$ cat config.mk
export PLATFORM = sky130hd
export DESIGN_NAME = note_sequencer
export DESIGN_NICKNAME = d
export VERILOG_FILES = /design/src/rtl/note_sequencer.sv
export SDC_FILE = /design/constraint.sdc
export NUM_CORES = 1
export LEC_CHECK = 0
export CAP_MARGIN = 5
export CORE_UTILIZATION = 35
export DETAILED_ROUTE_END_ITERATION = 6
export PLACE_DENSITY = 0.61
export SLEW_MARGIN = 20
export SYNTH_ARGS = -nofsm -noshare
export SYNTH_HDL_FRONTEND = slang
export SYNTH_SLANG_ARGS = --single-unit
$ cat constraint.sdc
create_clock -name CLK -period 4.36 [get_ports CLK]
set_input_delay 0.654 -clock CLK [delete_from_list [all_inputs] [get_ports CLK]]
set_output_delay 0.654 -clock CLK [all_outputs]
set_load 0.1 [all_outputs]
$ cat src/rtl/note_sequencer.sv
// note_sequencer: record/playback controller sitting between the switch-to-note
// encoder and the tone generator. It is the only driver of the note bus.
//   IDLE : live note passes through (one register of latency)
//   REC  : live note passes through, and on each tick it is run-length coded
//          into the buffer as {note, dur}
//   PLAY : recorded {note, dur} entries are replayed and live input is ignored
// Ports:
//   CLK, RESET     clock, asynchronous active-high reset
//   tick           one-cycle timebase strobe (sample / playback step)
//   live_note      note code from the switch encoder
//   rec_btn        pulse: start recording
//   play_btn       pulse: start playback
//   stop_btn       pulse: stop recording or playback
//   loop_en        level: playback wraps to entry 0 at the end of the sequence
//   note_out       registered note to the tone generator
//   recording      high in REC
//   playing        high in PLAY
//   full           high while rec_len == DEPTH
//   rec_len        number of valid recorded entries
module note_sequencer #(
  parameter int          ADDR_W    = 5,
  parameter int          DUR_W     = 4,
  parameter logic [3:0]  NOTE_NONE = 4'd0
) (
  input  logic              CLK,
  input  logic              RESET,
  input  logic              tick,
  input  logic [3:0]        live_note,
  input  logic              rec_btn,
  input  logic              play_btn,
  input  logic              stop_btn,
  input  logic              loop_en,
  output logic [3:0]        note_out,
  output logic              recording,
  output logic              playing,
  output logic              full,
  output logic [ADDR_W:0]   rec_len
);

  localparam int              DEPTH   = 2**ADDR_W;
  localparam logic [ADDR_W:0] DEPTH_L = (ADDR_W+1)'(DEPTH);
  localparam logic [DUR_W-1:0] MAX_DUR = '1;

  typedef enum logic [1:0] {S_IDLE, S_REC, S_PLAY} state_t;

  state_t              state, state_n;
  logic [ADDR_W-1:0]   wr_ptr, wr_ptr_n;
  logic [ADDR_W-1:0]   rd_ptr, rd_ptr_n;
  logic [ADDR_W:0]     rec_len_n;
  logic                full_n;
  logic [3:0]          cur_note, cur_note_n;
  logic [DUR_W-1:0]    run_len, run_len_n;
  logic [DUR_W-1:0]    remaining, remaining_n;
  logic [3:0]          note_n;

  // Buffer: {note, dur}; not reset, only rec_len says what is valid.
  logic [DUR_W+3:0]    mem [DEPTH];
  logic                wr_en;
  logic [DUR_W+3:0]    entry0, entry_nx;
  logic [ADDR_W:0]     rd_cnt_nx;
  logic [ADDR_W:0]     rec_len_inc;

  assign rd_cnt_nx   = {1'b0, rd_ptr} + 1'b1;
  assign rec_len_inc = rec_len + 1'b1;
  assign entry0      = mem[0];
  assign entry_nx    = mem[rd_cnt_nx[ADDR_W-1:0]];

  always_ff @(posedge CLK) begin
    if (wr_en) mem[wr_ptr] <= {cur_note, run_len};
  end

  always_ff @(posedge CLK or posedge RESET) begin
    if (RESET) begin
      state     <= S_IDLE;
      wr_ptr    <= '0;
      rd_ptr    <= '0;
      rec_len   <= '0;
      full      <= 1'b0;
      cur_note  <= NOTE_NONE;
      run_len   <= '0;
      remaining <= '0;
      note_out  <= NOTE_NONE;
    end else begin
      state     <= state_n;
      wr_ptr    <= wr_ptr_n;
      rd_ptr    <= rd_ptr_n;
      rec_len   <= rec_len_n;
      full      <= full_n;
      cur_note  <= cur_note_n;
      run_len   <= run_len_n;
      remaining <= remaining_n;
      note_out  <= note_n;
    end
  end

  always_comb begin
    state_n     = state;
    wr_ptr_n    = wr_ptr;
    rd_ptr_n    = rd_ptr;
    rec_len_n   = rec_len;
    full_n      = full;
    cur_note_n  = cur_note;
    run_len_n   = run_len;
    remaining_n = remaining;
    note_n      = live_note;
    wr_en       = 1'b0;
    case (state)
      S_IDLE: begin
        // stop has nothing to stop here, so it does not block rec/play
        if (rec_btn) begin
          state_n   = S_REC;
          wr_ptr_n  = '0;
          rec_len_n = '0;
          full_n    = 1'b0;
          run_len_n = '0;
        end else if (play_btn && rec_len != '0) begin
          state_n     = S_PLAY;
          rd_ptr_n    = '0;
          remaining_n = entry0[DUR_W-1:0];
          note_n      = entry0[DUR_W+3:DUR_W];
        end
      end
      S_REC: begin
        if (stop_btn) begin
          // a coincident tick is dropped; only the pending run is flushed
          if (run_len != '0 && rec_len < DEPTH_L) begin
            wr_en     = 1'b1;
            wr_ptr_n  = wr_ptr + 1'b1;
            rec_len_n = rec_len_inc;
            full_n    = (rec_len_inc == DEPTH_L);
          end
          run_len_n = '0;
          state_n   = S_IDLE;
        end else if (tick) begin
          if (run_len == '0) begin
            cur_note_n = live_note;
            run_len_n  = 1;
          end else if (live_note == cur_note && run_len < MAX_DUR) begin
            run_len_n = run_len + 1'b1;
          end else begin
            wr_en      = 1'b1;
            wr_ptr_n   = wr_ptr + 1'b1;
            rec_len_n  = rec_len_inc;
            cur_note_n = live_note;
            run_len_n  = 1;
            if (rec_len_inc == DEPTH_L) begin
              // buffer exhausted: the run just opened has nowhere to go
              full_n    = 1'b1;
              run_len_n = '0;
              state_n   = S_IDLE;
            end
          end
        end
      end
      S_PLAY: begin
        note_n = note_out;
        if (stop_btn) begin
          state_n = S_IDLE;
          note_n  = live_note;
        end else if (tick) begin
          if (remaining > 1) begin
            remaining_n = remaining - 1'b1;
          end else if (rd_cnt_nx < rec_len) begin
            rd_ptr_n    = rd_cnt_nx[ADDR_W-1:0];
            remaining_n = entry_nx[DUR_W-1:0];
            note_n      = entry_nx[DUR_W+3:DUR_W];
          end else if (loop_en) begin
            rd_ptr_n    = '0;
            remaining_n = entry0[DUR_W-1:0];
            note_n      = entry0[DUR_W+3:DUR_W];
          end else begin
            state_n = S_IDLE;
            note_n  = live_note;
          end
        end
      end
      default: state_n = S_IDLE;
    endcase
  end

  assign recording = (state == S_REC);
  assign playing   = (state == S_PLAY);

endmodule

# == Yosys cells after proc, flatten, opt, wreduce, memory -nomap -nowiden ==
# Memories as Yosys holds them, arrays and structs flattened.
# Index checks and enable logic that the tools add are counted.
# classes
muxes,76
reduce_logical,17
add_sub_neg,5
n_eq_ne,23
n_bitwise,1
order_cmp,4
# op_table
op,n
$mux 4,21
$mux 5,13
$mux 6,6
$mux 2,12
$ne 3x3->1 const B,8
$pmux 4 s2,3
$pmux 5 s2,2
$mux 1,16
$ne 2x2->1 const B,7
$reduce_and 7->1,2
$pmux 6 s2,1
$reduce_and 6->1,2
$ne 3x2->1 const B,3
$reduce_and 9->1,1
$add 5x1->6 const B,1
$add 6x1->6 const B,1
$eq 6x6->1 const B,1
$lt 6x6->1,1
$lt 6x6->1 const B,1
$pmux 2 s3,1
$reduce_bool 6->1,1
$add 5x1->5 const B,1
$add 4x1->4 const B,1
$eq 4x4->1,1
16 further kinds,19
# word_totals
ramBits,256
word_cells,136
register_bits,35
n_memories,1
out_inout_bits,13
in_bits,11
# mem_list
name,depth,width,read_ports,rd_ports_with_merged_regs,wr,line,source
mem,32,8,2,0,1,57,logic [DUR_W+3:0] mem [DEPTH];

# == Depth between registers and ports, before layout ==
# Gate-level depths: netlist of run 1.
# logic_depth
ltp_word,9
mapped_depth,14
depth_no_buf,10

# == Worst setup path before layout of run 1 ==
# Ideal clock, no wire load.
# synth_timing
path_kind,reg2reg
from,reg state[1]
to,"mem mem[12][0] in the netlist's numbering, enable pin"
required_time_ns,3.977
path_buffers,2
setup_time_ns,0.383
t_arrival_ns,3.539
stages_incl_launch_ff,9
setup_slack_ns,0.438
period_less_slack_ns,3.922
cell_sequence,dfrtp_1 > nor2b_1 > nand2_1 > nor2_1 > a31o_2 > clkbuf_1 > clkbuf_1 > nand2_1 > nor3_1
# synth_between
elab_chain_cells,4
# synth_rtl
item,line,source
from (decl),46,"state_t state, state_n;"
from (signal assigned),84,state <= state_n;
$eq 2x1->1,n/a,
named net recording,34,"output logic recording,"
$mux 1,107,case (state)
$mux 1,69,"if (wr_en) mem[wr_ptr] <= {cur_note, run_len};"
$mux 1 (not written as such),69,
to (decl),57,
# The timed path passes the listed nets, and every way through them passes these cells.

# == Final worst setup path of run 1 ==
# layout_timing
from,reg state[1]
to,out playing
# layout_between
elab_chain_cells,1
# layout_rtl
item,line,source
$eq 2x2->1,182,assign playing = (state == S_PLAY);
to (decl),35,"output logic playing,"
# No other way between the ends.

==> results of run 1 <==
-- critical path: stages (launching register included) --
cell             delay [ps]
dfrtp_1                 660
nand2b_1                280
clkinv_1                230
clkdlybuf4s50_1        1170
-- cells in the mapped netlist, drive strengths merged, types with 3 or more instances --
| cell | n |
|---|---|
| clkbuf | 15 |
| mux4 | 70 |
| inv | 19 |
| nand2b | 5 |
| nor2b | 3 |
| mux2i | 16 |
| a21oi | 6 |
| edfxtp | 256 |
| xor2 | 4 |
| and2 | 4 |
| and3 | 29 |
| nor2 | 35 |
| a31oi | 9 |
| a211oi | 7 |
| a221o | 3 |
| buf | 20 |
| nor3b | 5 |
| nand3 | 24 |
| mux2 | 8 |
| nand2 | 63 |
| a32oi | 4 |
| xnor2 | 7 |
| nor3 | 15 |
| a22o | 4 |
| nand4 | 5 |
| ha | 17 |
| or4 | 3 |
| o21ai | 20 |
| o41ai | 3 |
| dfrtp | 35 |
-- final cells by class --
type	count	area (um2)
clock buffer	37	777
clock inverter	19	161
fill	3145	20600
inverter	20	75.1
multi-input combinational	403	3730
sequential	291	8570
tap	455	569
timing repair buffer	42	385
-- final timing paths --
path	endpoint	slack (ps)	depth (start not counted)
max	playing	810	3
max in group asynchronous	rd_ptr[0]	3460	3
min reg2reg	note_out[2]	530	2
max reg2reg	mem[30][2]	1130	9
min	run_len[1]	520	3
min in group CLK	note_out[2]	530	2
-- sequential cells by signal, indices dropped and copies added, names as in the netlist --
| register | cells |
|---|---|
| rec_len | 6 |
| full | 1 |
| note_out | 4 |
| mem | 256 |
| remaining | 4 |
| state | 2 |
| rd_ptr | 5 |
| run_len | 4 |
| cur_note | 4 |
| wr_ptr | 5 |
-- metal layers --
layer / vias to the layer above / wire [um]
met5: - / 0
li1: 3074 / -
met1: 3597 / 13400
met3: 34 / 2040
met4: 0 / 473
met2: 238 / 13500
-- where the power goes --
part / internal, uW / switching, uW / leakage, uW
clock: 1390 / 1050 / 0.000459
combinational: 410 / 819 / 0.00146
sequential: 3230 / 74.1 / 0.00277
-- metrics by stage --
step / total power (uW) / setup WS (ps)
final: 6970 / 812
after global routing: 7210 / 734
after CTS: 7020 / 828
after detailed placement: 4590 / 838
after global placement: 4580 / 898
after floorplan: 4140 / 438
-- cells by family (layout without fill, tap and decap cells) --
family,count (synthesis),in the layout
AO/OA/AOI/OAI,80,80
flip-flops,291,291
buffers and inverters,55,118
AND/OR/NAND/NOR,201,201
multiplexers,94,94
adder cells (fa/ha/maj),17,17
XOR/XNOR,11,11
-- cells in the final DEF, fill, tap and decap left out, types with 6 or more instances in the layout --
cell,n
a21oi_1,6
ha_1,16
buf_4,18
clkinv_1,6
clkbuf_16,30
clkinv_2,8
a31oi_1,8
mux2i_1,16
nor3_1,15
mux4_2,70
nand2_1,63
dfrtp_1,34
edfxtp_1,256
nor2_1,35
mux2_2,8
xnor2_1,6
clkbuf_1,7
and3_1,29
o21ai_0,18
nand3_1,24
clkdlybuf4s50_1,23
inv_1,18
a211oi_1,7
==> qor.yml, run 1 <==
outcome:
  status: "finished clean"
timing:
  finalSetupViolCount: 0
  fin_skew_ps: 9.80
  finalCritPeriodShare_pct: 81.4
  slew_violations: 0
  finalHoldViolCount: 0
  timing.fmax_ghz: 0.282
  tightest_slew_ps: 1030
  layout_min_cycle_time_ps: 3550
  maxSlewHeadroom_pct: 31.0
  setup_tns_ps: 0
  grt_setup_unrepaired: "no"
  whs_ps: 516
floorplan:
  die_h_um: 191
  initial_core_util_pct: 35.9
  io_pins: 24
  die_w_um: 191
  die-area_um2: 36600
  fp-row-count: 68
  core_area_um2: 34900
placed_design:
  dp_hpwl_mm: 18.3
  placed_area_um2: 13300
  gp_congestion: 0.826
  post-place-cells: 1211
  port_buffers: 23
synthesis:
  synth_top_area_cell: "edfxtp_1"
  avgSynthCellArea_um2: 16.7
  synth-compound-area-share_pct: 4.50
  synth_top_family_by_area: "multiplexers"
  ys_seq_area_share_pct: 68.3
  synthMuxAreaShare_pct: 14.6
  async_flop_share_pct: 12.0
  synth-edff-count: 256
  ys_seq_elements: 291
  synth_xor_area_share_pct: 0.978
  synthAdderAreaFrac_pct: 1.70
  synth_cell_types: 63
  yosysWarningCount: 0
  syn_nets: 777
  synth_top_cell_area_share_pct: 61.3
  syn-cell-area_um2: 12500
  syn_inst: 749
  ys_top_cells_by_area: "edfxtp_1 61%, mux4_2 13%, dfrtp_1 7.0%"
  synthSimpleGateAreaFrac_pct: 7.88
  ys.flop_type: "edfxtp_1"
clock_network:
  cts_resized: 0
  root_buffer: "clkbuf_16"
  clk_pin_slew_ps: 60
  cts_buffers: 30
  clk_latency_ps: 550
  cts_sinks: 291
  ctsHoldBuffers: 0
  cts_tree: "done"
  post_cts_buffers: 0
  ctsHtreeMaxLevel: 1
  clk_path_buf_depth: 3
drt:
  drtIter0Drc: 704
  first_pass_iters: 5
  drc: 0
  routed_wl_mm: 29.4
  wire_per_inst_um: 23.2
  vias: 6943
  avgViaCountPerCell: 5.48
  postRouteAntennaNets: 0
critical_path:
  crit_fanout: 14
  r2r-start: "run_len[1]"
  cp.required_ps: 3710
  end_kind: "output pin"
  cp.arrival_ps: 2890
  start_kind: "flop"
  startpoint: "state[1]"
  path_class: "flop to output pin"
flow_run:
  maxCapViolCount: 0
grt:
  met2_usage_pct: 25.3
  overflow: 0
  antenna_found_initial: 0
  use_met3_pct: 3.40
  grt_busiest_layer: "met2"
  track_usage_pct: 16.6
  grt_use_met1_pct: 24.2
  grt_pass1_vias: 7001
  grt_max_degree: 44
  grt_pass1_wl_mm: 44.9
power_and_ir_drop:
  power_density_nw_per_um2: 489
  total_leakage_power_uw: 0.00469
  vdd_ir_drop_max_uv: 310
final_layout:
  stdcell_area_um2: 14300
  antenna_cells: 0
  fin_nets: 816
  fin_cells: 1267
  drive_gt1_share_pct: 18.6
  final_util_pct: 40.9
  area_growth_pct: 13.8
worst_hold_path:
  worstHoldPathType: "input pin to async pin"
No activity file was read; power rests on OpenSTA's default activity.
==> inputs of run 2 (changes only) <==
Settings changed: PLACE_DENSITY 0.61 to 0.63.
Clock period 4.36 ns to 2.9 ns, I/O delays scaled along.
==> run 2 against run 1 <==
Register-to-register slack worse by 980 ps. Critical path depth increased by 6. Sequential share of layout area is 1.1 points lower. Final area increased by 2.0%. Power rose by 52%. Worst hold slack got worse by 270 ps. Cell count up 2.0%. Via count up 1.4%. Clock-buffer cell count did not move. Non-clock buffer count up 31.
==> qor.yml, run 2 (synthesis gave the netlist of run 1 again) <==
outcome:
  status: "finished clean"
timing:
  timing.fmax_ghz: 0.363
  maxSlewHeadroom_pct: 46.6
  tightest_slew_ps: 797
  finalCritPeriodShare_pct: 95.0
  setup_tns_ps: 0
  slew_violations: 0
  whs_ps: 244
  grt_setup_unrepaired: "no"
  fin_skew_ps: 23.4
  finalHoldViolCount: 0
  finalSetupViolCount: 0
  layout_min_cycle_time_ps: 2750
critical_path:
  rrSetupSlack_ps: 150
  cp_cell_sequence: "ha_4 -> xnor2_2 -> inv_1 -> ha_1 -> and4_1 -> o21a_1 -> or2_2 -> a221o_1 -> mux2_2"
  path_class: "flop to flop"
  max_stage_delay_ps: 520
  crit_family: "simple AND/OR/NAND/NOR gates"
  cp_slowest_cell: "dfrtp_4"
  cp.arrival_ps: 3190
  crit_buf_inv: 1
  cp.required_ps: 3340
  start_kind: "flop"
  end_kind: "flop"
  crit_fanout: 8
drt:
  vias: 7042
  first_pass_iters: 5
  wire_per_inst_um: 22.4
  drtIter0Drc: 862
  postRouteAntennaNets: 0
  routed_wl_mm: 29.0
  drc: 0
  avgViaCountPerCell: 5.45
final_layout:
  layout_common_cells: "256 x edfxtp_1, 70 x mux4_2, 63 x nand2_1, 59 x buf_4, 35 x nor2_1"
  max_flop_register: "mem"
  area_growth_pct: 16.0
  fin_nets: 847
  ff_latch_area_um2: 8570
  final_common_cell: "edfxtp_1"
  reg_top3: "mem (256), rec_len (6)"
  multi_input_area_um2: 3770
  fillers: 3125
  antenna_cells: 0
  drive_gt1_share_pct: 23.8
  largest_reg_flops: 256
clock_network:
  root_buffer: "clkbuf_16"
  clk_pin_slew_ps: 60
  cts_resized: 0
  cts_buffers: 30
  cts_tree: "done"
  post_cts_buffers: 0
  ctsHtreeMaxLevel: 1
  cts_sinks: 291
  ctsHoldBuffers: 0
  clk_latency_ps: 550
  clk_path_buf_depth: 3
power_and_ir_drop:
  power_frac_clock_pct: 35.0
  total_leakage_power_uw: 0.00487
  switchingPower_uw: 2850
  power_density_nw_per_um2: 730
  seqPwrFrac_pct: 46.7
  switching_share_pct: 26.8
  internal-power_uw: 7770
  vdd_ir_drop_max_uv: 441
  power_frac_comb_pct: 18.3
floorplan:
  fp-row-count: 68
  initial_core_util_pct: 35.9
  io_pins: 24
  die_w_um: 191
  die_h_um: 191
  core_area_um2: 34900
  die-area_um2: 36600
worst_hold_path:
  worstHoldPathType: "input pin to async pin"
grt:
  overflow: 0
  grt_max_degree: 66
  antenna_found_initial: 1
  track_usage_pct: 16.2
  grt_pass1_vias: 7032
  grt_pass1_wl_mm: 44.0
placed_design:
  port_buffers: 23
  gp_congestion: 0.885
  dp_hpwl_mm: 18.9
flow_run:
  maxCapViolCount: 0
run 2: cell count changes in the layout (fill, tap and decap cells not counted), sizes merged:
| cell | previous run | this run |
|---|---|---|
| bufinv | 2 | 3 |
| inv | 20 | 19 |
| buf | 19 | 63 |
| clkinv | 15 | 9 |
| clkdlybuf4s50 | 23 | 10 |
run 2: metrics by stage:
stage | cell area, um2 | utilization [%] | total power [uW] | instances | setup WS (ps)
finish | 14500 | 41.7 | 10600 | 1292 | 146
global route | 14500 | 41.7 | 11000 | 1292 | 6.42
CTS | 14500 | 41.6 | 10700 | 1292 | 78.4
detailed placement | 13600 | 39.0 | 6980 | 1242 | 96.7
global placement | 13600 | 39.0 | 6960 | 1242 | 135
floorplan | 12600 | - | 6240 | 749 | 0.246
run 2: layout make-up:
cell class	instances	area share (%)
clock buffers	37	5.49
clock inverters	13	0.946
inverters	20	0.516
multi-input cells	403	25.9
flip-flops and latches	291	58.9
well taps	455	3.91
repair buffers	73	4.28
run 2: worst paths after layout:
path | from | end | cells after the start
min | RESET | rec_len[5] | 2
max in group asynchronous | RESET | remaining[2] | 4
min in group CLK | note_out[0] | note_out[0] | 2
max reg2reg | rd_ptr[0] | rd_ptr[0] | 9
min reg2reg | note_out[0] | note_out[0] | 2
max | rd_ptr[0] | rd_ptr[0] | 9
run 2: power groups by stage:
stage,logic [uW],registers (uW),clock network (uW)
floorplan,1020,5220,0
global placement,1930,5040,0
detailed placement,1940,5040,0
CTS,1950,4950,3770
global route,2080,4960,3920
finish,1950,4960,3710
run 2: layer usage:
metal	wire, um	global-route usage [%]	up-vias
li1	-	-	3124
met1	12500	22.5	3631
met2	13900	26.2	235
met3	1820	2.52	50
met4	729	4.70	2
met5	12	0	-
run 2: worst reg2reg max path: cells and delay by family, from the launching register on:
family,cells,cell delay (ps)
and+or+nand+nor,2,560
buffers and inverters,1,90
muxes,1,290
AOI/OAI and AO/OA,2,540
xor gates and xnor gates,1,150
adders and majority gates,2,480
DFF,1,520
==> inputs of run 3 (changes only) <==
Settings changed: CAP_MARGIN 5 to not set, SLEW_MARGIN 20 to not set.
==> results of run 3 <==
Final layout, timing and power as in run 2 (identical DEF).
